===== src/rtl/ervp_cache_access_arbiter.sv =====
// ervp_cache_access_arbiter
// Two-requester arbiter in front of a single-beat cache port. Requests are
// granted round-robin, read responses come back in order and are steered to
// the requester that issued them via a small ID FIFO (ordq).
module ervp_cache_access_arbiter #(
    parameter int BW_ADDR         = 32,
    parameter int BW_ACCESS       = 32,
    parameter int MAX_OUTSTANDING = 4
) (
    input  logic                   clk,
    input  logic                   rstnn,
    input  logic                   clear,
    output logic                   busy,
    output logic                   resp_error,

    input  logic                   r0_cqvalid,
    output logic                   r0_cqready,
    input  logic [BW_ADDR-1:0]     r0_cqaddr,
    input  logic                   r0_cqwrite,
    input  logic [BW_ACCESS/8-1:0] r0_cqwstrb,
    input  logic [BW_ACCESS-1:0]   r0_cqwdata,
    output logic                   r0_cyvalid,
    output logic [BW_ACCESS-1:0]   r0_cyrdata,

    input  logic                   r1_cqvalid,
    output logic                   r1_cqready,
    input  logic [BW_ADDR-1:0]     r1_cqaddr,
    input  logic                   r1_cqwrite,
    input  logic [BW_ACCESS/8-1:0] r1_cqwstrb,
    input  logic [BW_ACCESS-1:0]   r1_cqwdata,
    output logic                   r1_cyvalid,
    output logic [BW_ACCESS-1:0]   r1_cyrdata,

    output logic                   m_cqvalid,
    input  logic                   m_cqready,
    output logic [BW_ADDR-1:0]     m_cqaddr,
    output logic                   m_cqwrite,
    output logic [BW_ACCESS/8-1:0] m_cqwstrb,
    output logic [BW_ACCESS-1:0]   m_cqwdata,
    input  logic                   m_cyvalid,
    input  logic [BW_ACCESS-1:0]   m_cyrdata
);

    localparam int BW_PTR = $clog2(MAX_OUTSTANDING);
    localparam int BW_CNT = BW_PTR + 1;
    localparam logic [BW_CNT-1:0] FULL_CNT = BW_CNT'(MAX_OUTSTANDING);

    // ordering FIFO state and arbitration state
    logic [MAX_OUTSTANDING-1:0] r_ordq;
    logic [BW_PTR-1:0]          r_wptr;
    logic [BW_PTR-1:0]          r_rptr;
    logic [BW_CNT-1:0]          r_count;
    logic                       r_prio;
    logic                       r_resp_error;

    logic w_empty;
    logic w_full;
    logic w_elig0;
    logic w_elig1;
    logic w_gnt0;
    logic w_gnt1;
    logic w_gid;
    logic w_hs;
    logic w_push;
    logic w_pop;
    logic w_orphan;
    logic w_head;

    assign w_empty  = (r_count == '0);
    assign w_full   = (r_count == FULL_CNT);

    // reads need a free ordq slot; writes never occupy one
    assign w_elig0  = r0_cqvalid & (r0_cqwrite | ~w_full);
    assign w_elig1  = r1_cqvalid & (r1_cqwrite | ~w_full);

    // r_prio names the requester that wins a tie
    assign w_gnt0   = rstnn & w_elig0 & (~w_elig1 | ~r_prio);
    assign w_gnt1   = rstnn & w_elig1 & (~w_elig0 |  r_prio);
    assign w_gid    = w_gnt1;

    assign m_cqvalid  = w_gnt0 | w_gnt1;
    assign r0_cqready = m_cqready & w_gnt0;
    assign r1_cqready = m_cqready & w_gnt1;

    assign w_hs     = m_cqvalid & m_cqready;
    // pushes in a clear cycle are dropped so the flush leaves ordq empty
    assign w_push   = w_hs & ~m_cqwrite & ~clear;
    assign w_pop    = m_cyvalid & ~w_empty;
    assign w_orphan = m_cyvalid &  w_empty;
    assign w_head   = r_ordq[r_rptr];

    assign r0_cyvalid = w_pop & ~w_head;
    assign r1_cyvalid = w_pop &  w_head;
    assign r0_cyrdata = m_cyrdata;
    assign r1_cyrdata = m_cyrdata;

    assign busy       = ~w_empty;
    assign resp_error = r_resp_error;

    // forward the granted requester's payload to the cache
    always_comb begin
        m_cqaddr  = r0_cqaddr;
        m_cqwrite = r0_cqwrite;
        m_cqwstrb = r0_cqwstrb;
        m_cqwdata = r0_cqwdata;
        if (w_gnt1) begin
            m_cqaddr  = r1_cqaddr;
            m_cqwrite = r1_cqwrite;
            m_cqwstrb = r1_cqwstrb;
            m_cqwdata = r1_cqwdata;
        end
    end

    // ordq storage: record the requester ID of each accepted read
    always_ff @(posedge clk) begin
        if (w_push) begin
            r_ordq[r_wptr] <= w_gid;
        end
    end

    // ordq pointers and occupancy; pointers wrap naturally (power-of-2 depth)
    always_ff @(posedge clk or negedge rstnn) begin
        if (!rstnn) begin
            r_wptr  <= '0;
            r_rptr  <= '0;
            r_count <= '0;
        end else if (clear) begin
            r_wptr  <= '0;
            r_rptr  <= '0;
            r_count <= '0;
        end else begin
            if (w_push) begin
                r_wptr <= r_wptr + BW_PTR'(1);
            end
            if (w_pop) begin
                r_rptr <= r_rptr + BW_PTR'(1);
            end
            if (w_push && !w_pop) begin
                r_count <= r_count + BW_CNT'(1);
            end else if (!w_push && w_pop) begin
                r_count <= r_count - BW_CNT'(1);
            end
        end
    end

    // round-robin pointer: after a handshake the loser gets the next tie
    always_ff @(posedge clk or negedge rstnn) begin
        if (!rstnn) begin
            r_prio <= 1'b0;
        end else if (clear) begin
            r_prio <= 1'b0;
        end else if (w_hs) begin
            r_prio <= ~w_gid;
        end
    end

    // sticky flag for responses arriving with nothing outstanding
    always_ff @(posedge clk or negedge rstnn) begin
        if (!rstnn) begin
            r_resp_error <= 1'b0;
        end else if (clear) begin
            r_resp_error <= 1'b0;
        end else if (w_orphan) begin
            r_resp_error <= 1'b1;
        end
    end

endmodule


===== config.mk =====
export PLATFORM = sky130hd
export DESIGN_NAME = ervp_cache_access_arbiter
export DESIGN_NICKNAME = d
export VERILOG_FILES = /design/src/rtl/ervp_cache_access_arbiter.sv
export SDC_FILE = /design/constraint.sdc
export NUM_CORES = 1
export LEC_CHECK = 0
export CAP_MARGIN = 10
export CELL_PAD_IN_SITES_DETAIL_PLACEMENT = 1
export CELL_PAD_IN_SITES_GLOBAL_PLACEMENT = 2
export CORE_MARGIN = 1
export CORE_UTILIZATION = 11
export DETAILED_ROUTE_END_ITERATION = 10
export PLACE_DENSITY = 0.87
export SLEW_MARGIN = 20
export SYNTH_ARGS = -nofsm -noshare
export SYNTH_HDL_FRONTEND = slang
export SYNTH_SLANG_ARGS = --single-unit

===== constraint.sdc =====
create_clock -name clk -period 7.3 [get_ports clk]
set_clock_uncertainty 0.1 [all_clocks]
set_input_delay 0.73 -clock clk [delete_from_list [all_inputs] [get_ports clk]]
set_output_delay 0.73 -clock clk [all_outputs]
set_load 0.005 [all_outputs]

==> results of run 1 <==
worst reg2reg max path: cells and delay by family (launching register included):
| family | cells | cell delay [ns] |
|---|---|---|
| AND/OR/NAND/NOR | 5 | 1.30 |
| AO/OA/AOI/OAI | 3 | 1.18 |
| flip-flops | 1 | 0.46 |
| adder cells (fa/ha/maj) | 1 | 0.40 |
| multiplexers | 1 | 0.16 |
state kept, by name (all words and copies together), names as in the netlist:
register    flops
r_wptr          2
r_rptr          2
resp_error      1
r_prio          1
r_ordq          4
r_count         3
where the power goes:
group | total (mW) | internal [mW] | switching [mW] | leakage (nW)
sequential | 0.109 | 0.0889 | 0.0197 | 0.159
clock | 0.106 | 0.0738 | 0.0321 | 0.0382
combinational | 0.355 | 0.232 | 0.123 | 1.35
final timing paths:
check | to | slack, ns | cells after the start
setup / recovery | m_cqaddr[10] | 2.88 | 6
hold / removal | resp_error | 0.39 | 2
setup reg to reg | r_count[1] | 3.65 | 10
hold reg to reg | resp_error | 0.39 | 2
max in group asynchronous | r_rptr[0] | 5.83 | 1
min in group asynchronous | r_count[2] | 0.82 | 1
logic make-up after synthesis:
family | after synthesis | share of synthesized area
mux | 71 | 0.377
simple gates | 41 | 0.0986
fa+ha+maj | 5 | 0.0327
flops | 13 | 0.161
compound gates | 13 | 0.0508
buf+inv | 81 | 0.257
xor+xnor | 4 | 0.0228
cell usage in the layout, fill, tap and decap left out, types with 2 or more instances in the layout:
cell,count
a21oi_1,5
and2_1,7
clkbuf_16,3
clkdlybuf4s50_1,220
dfrtp_1,9
edfxtp_1,4
ha_1,4
inv_1,7
mux2_2,68
mux2i_1,2
nand2_1,7
nand3_1,2
nor2_1,13
nor2b_1,3
nor3_1,2
nor4_1,2
xnor2_1,2
routing by layer:
metal | global-route usage | wire length [um]
met2 | 0.181 | 5490
met1 | 0.112 | 4140
met5 | 0 | 0
met3 | 0.0361 | 1120
met4 | 0.0260 | 95
area by class of cell:
type | count | share of cell area
multi-input cells | 134 | 0.295
well taps | 260 | 0.0768
clock buffers | 4 | 0.0186
inverters | 7 | 0.00621
repair buffers | 221 | 0.522
flip-flops and latches | 13 | 0.0816
==> impl_metrics.ini, run 1 <==
[synthesis]
synth_most_common_cell = mux2_2
ys_warn_count = 0
seq_area_frac_synth = 0.161
synth.distinct_cells = 35
netlist_top_cells_area = mux2_2 36%, buf_4 22%, dfrtp_1 11%, edfxtp_1 5.6%, ha_1 2.3%
synth_commonest_cells = 68 x mux2_2, 64 x buf_4, 13 x nor2_1, 9 x clkbuf_1, 9 x dfrtp_1
yosysTopAreaCellShare = 0.357
synth_top_flop_cell = dfrtp_1
syn_area_um2 = 2140
synth_fp_nets = 410
postSynth.asyncResetShare = 0.692
synth.avg_cell_area_um2 = 9.41
yosys.area.top_type = mux2_2
synth_edf_count = 4
synth_seq_cells = 13
syn-instance-count = 228

[critical_path]
crit_slowest_cell = clkdlybuf4s50_1
critPathLaunchType = input pin
crit_path_max_fanout = 70
worst_ep_required_time_ns = 6.47
crit_family = buffers and inverters
path_class = in2out
crit_path_cell_trace = clkdlybuf4s50_1 -> nand2_1 -> a211o_2 -> buf_4 -> mux2_2 -> clkdlybuf4s50_1
r2r-start = r_count[0]
cpMostUsedCell = clkdlybuf4s50_1
worstPathArrival_ns = 3.59
crit_start = rstnn
path_buf_inv = 3
crit_path_end_kind = output port
crit_path_max_incr_delay_ns = 0.79

[power]
max-vdd-ir-drop_mv = 0.0542
pwr_density_cell_nw_per_um2 = 134
p_leak_nw = 1.55
power_mw = 0.569

[sta]
max_freq_mhz = 226
setup_viol = 0
fin_crit_ns = 4.42
final.setup.tns_ns = 0
relSlewSlack = 0.404
finalHoldViolCount = 0
maxSlewViolCount = 0
timing.final.crit_share = 0.605
rsz0062_at_grt = false
setup_ws_ns = 2.88
worst_pin_slew_ns = 0.894
holdWs_ns = 0.387

[drt]
drt-initial-drc-count = 31
vias = 2212
post-route-drc-count = 0
vias_per_cell = 3.46
final_antenna_net_count = 0
dr.pass1.iters = 4
wl_um = 10800
detail_route.wl_per_cell_um = 17.0

[cells_and_area]
final_nets = 562
fin_cells = 639
multiInputGateArea_um2 = 1250
drive_gt1_frac = 0.201
antenna_cells = 0
post-route-util = 0.224
fin_area_um2 = 4230
area_growth_syn_to_layout_pct = 97.4
regArea_um2 = 345
fillers = 2165

[clock_tree]
cts_tree = yes
post_cts_resized = 0
cts-root-buf = clkbuf_16
cts-hold-fix-buffers = 0
cts_buffers = 3
post_cts_buffers = 0
cts-htree-levels = 1
clock_path_buffers = 2
clock-sinks = 13
clk_pin_slew_worst_paths_ns = 0.05
clk-insertion-delay-late_ns = 0.25

[placement]
pre_cts_ws_ns = 2.79
gp_congestion = 0.757
hpwlAfterDp_um = 9470
dp_cells = 635
io_buffer_count = 220
dpl-instance-area_um2 = 4160

[worst_hold_path]
hp-start = resp_error
hp-class = reg2reg

[global_routing]
grt_use_total = 0.101
grt_max_degree = 71
grt_pass1_wl_um = 14800
grt_pass1_vias = 2355
antenna_found_initial = 0
grt_overflow = 0

[floorplanning]
io_pins = 317
die_y_um = 142
die_width_um = 142
core_area_um2 = 18900
start_util = 0.114
rows = 50
dieArea_um2 = 20100

[job]
maxCapViolCount = 0

[status]
status = finished clean
Note: power is estimated with default switching activity, not from simulation.
==> run 2: changes to the inputs <==
Settings changed: CORE_UTILIZATION 11 to 10, PLACE_DENSITY 0.87 to 0.83.
Clock period 7.3 ns to 3.7 ns, I/O delays scaled along.
==> run 2 against run 1 <==
  * Non-clock buffer count increased by 8
  * Critical endpoint is now m_cqwstrb[3]
  * Highest routed layer unchanged
  * Routed wire length shrank 3.3%
  * Utilization fell by 1.9 points
==> impl_metrics.ini, run 2 (synthesis results as in run 1) <==
[status]
status = finished clean

[drt]
wl_um = 10500
drt-initial-drc-count = 34
post-route-drc-count = 0
dr.pass1.iters = 4
final_antenna_net_count = 0
vias = 2208
detail_route.wl_per_cell_um = 15.8
vias_per_cell = 3.34

[cells_and_area]
post-route-util = 0.205
reg_top3 = r_ordq: 4 flops, r_count: 3 flops
final_nets = 570
area_growth_syn_to_layout_pct = 101
largest_register_ffs = 4
regArea_um2 = 345
layout_common_cells = 220 x clkdlybuf4s50_1, 68 x mux2_2, 13 x nor2_1, 9 x buf_4, 9 x dfrtp_1
fin_area_um2 = 4310
multiInputGateArea_um2 = 1250
fillers = 2418
regMostFlops = r_ordq
layout_commonest_cell = clkdlybuf4s50_1
antenna_cells = 0
drive_gt1_frac = 0.217

[power]
pwr_density_cell_nw_per_um2 = 260
max-vdd-ir-drop_mv = 0.190
p_leak_nw = 1.59

[critical_path]
reg2regPathDepth = 10
crit_path_end_kind = output port
crit_start = r0_cqwrite
path_class = in2out
worstPathArrival_ns = 2.93
crit_path_max_fanout = 55
r2r-start = r_count[1]
crit_end = m_cqwstrb[3]
r2r_end = r_count[1]
rrSetupSlack_ns = 0.53
worst_ep_required_time_ns = 3.23
critPathLaunchType = input pin

[clock_tree]
cts-hold-fix-buffers = 0
clock_path_buffers = 2
cts_tree = yes
cts_buffers = 3
cts-htree-levels = 1
clk-insertion-delay-late_ns = 0.24
post_cts_buffers = 0
cts-root-buf = clkbuf_16
post_cts_resized = 0
clock-sinks = 13
clk_pin_slew_worst_paths_ns = 0.05

[sta]
final.setup.tns_ns = 0
setup_viol = 0
finalHoldViolCount = 0
fin_crit_ns = 3.40
rsz0062_at_grt = false
worst_pin_slew_ns = 0.724
setup_ws_ns = 0.303
relSlewSlack = 0.517
maxSlewViolCount = 0
timing.final.crit_share = 0.918
max_freq_mhz = 294

[global_routing]
grt_use_total = 0.0872
grt_overflow = 0
grt_pass1_vias = 2252
grt_pass1_wl_um = 14300
antenna_found_initial = 0
grt_max_degree = 56

[placement]
dpl-instance-area_um2 = 4230
gp_congestion = 0.691
pre_cts_ws_ns = 0.225
io_buffer_count = 220
hpwlAfterDp_um = 9190

[job]
maxCapViolCount = 0

[floorplanning]
start_util = 0.102
dieArea_um2 = 22000
die_width_um = 148
core_area_um2 = 21000
io_pins = 317
rows = 53
die_y_um = 148

[worst_hold_path]
hp-class = reg2reg
## run 2: area by class of cell
| class | instances | share of cell area |
|---|---|---|
| timing repair buffer | 229 | 0.526 |
| clock buffer | 4 | 0.0183 |
| multi-input combinational | 134 | 0.290 |
| inverter | 7 | 0.00609 |
| tap | 275 | 0.0798 |
| sequential | 13 | 0.0801 |
## run 2: how the worst min path moves through the flow
stage	startpoint	endpoint	depth (start not counted)	slack, ns
6_report	resp_error	resp_error	2	0.39
5_1_grt	resp_error	resp_error	2	0.48
4_1_cts	resp_error	resp_error	2	0.40
3_5_place_dp	resp_error	resp_error	2	0.39
3_3_place_gp	resp_error	resp_error	2	0.38
2_1_floorplan	rstnn	r_count[0]	0	-0.03
## run 2: worst max-delay path, stage by stage
cell and delay [ns]:
clkdlybuf4s50_1 0.43, or4b_4 0.52, a211o_2 0.36, buf_4 0.33
mux2_2 0.33, clkdlybuf4s50_1 0.53
## run 2: where the power goes
| group | switching, mW | internal (mW) |
|---|---|---|
| clock | 0.0581 | 0.145 |
| combinational | 0.243 | 0.465 |
| sequential | 0.0356 | 0.175 |
## run 2: per-stage QoR
stage | std cells | hold WS [ns] | power, mW
after detailed placement | 658 | 0.390 | 0.929
after floorplan | 228 | -0.0256 | 0.553
after CTS | 662 | 0.400 | 1.14
after global routing | 662 | 0.476 | 1.20
after global placement | 658 | 0.378 | 0.921
final | 662 | 0.394 | 1.12
## run 2: metal layers
metal | GRT usage | part of all wire
met1 | 0.106 | 0.41
met2 | 0.145 | 0.47
met3 | 0.0356 | 0.12
met4 | 0.0149 | 0.0043
met5 | 0 | 0
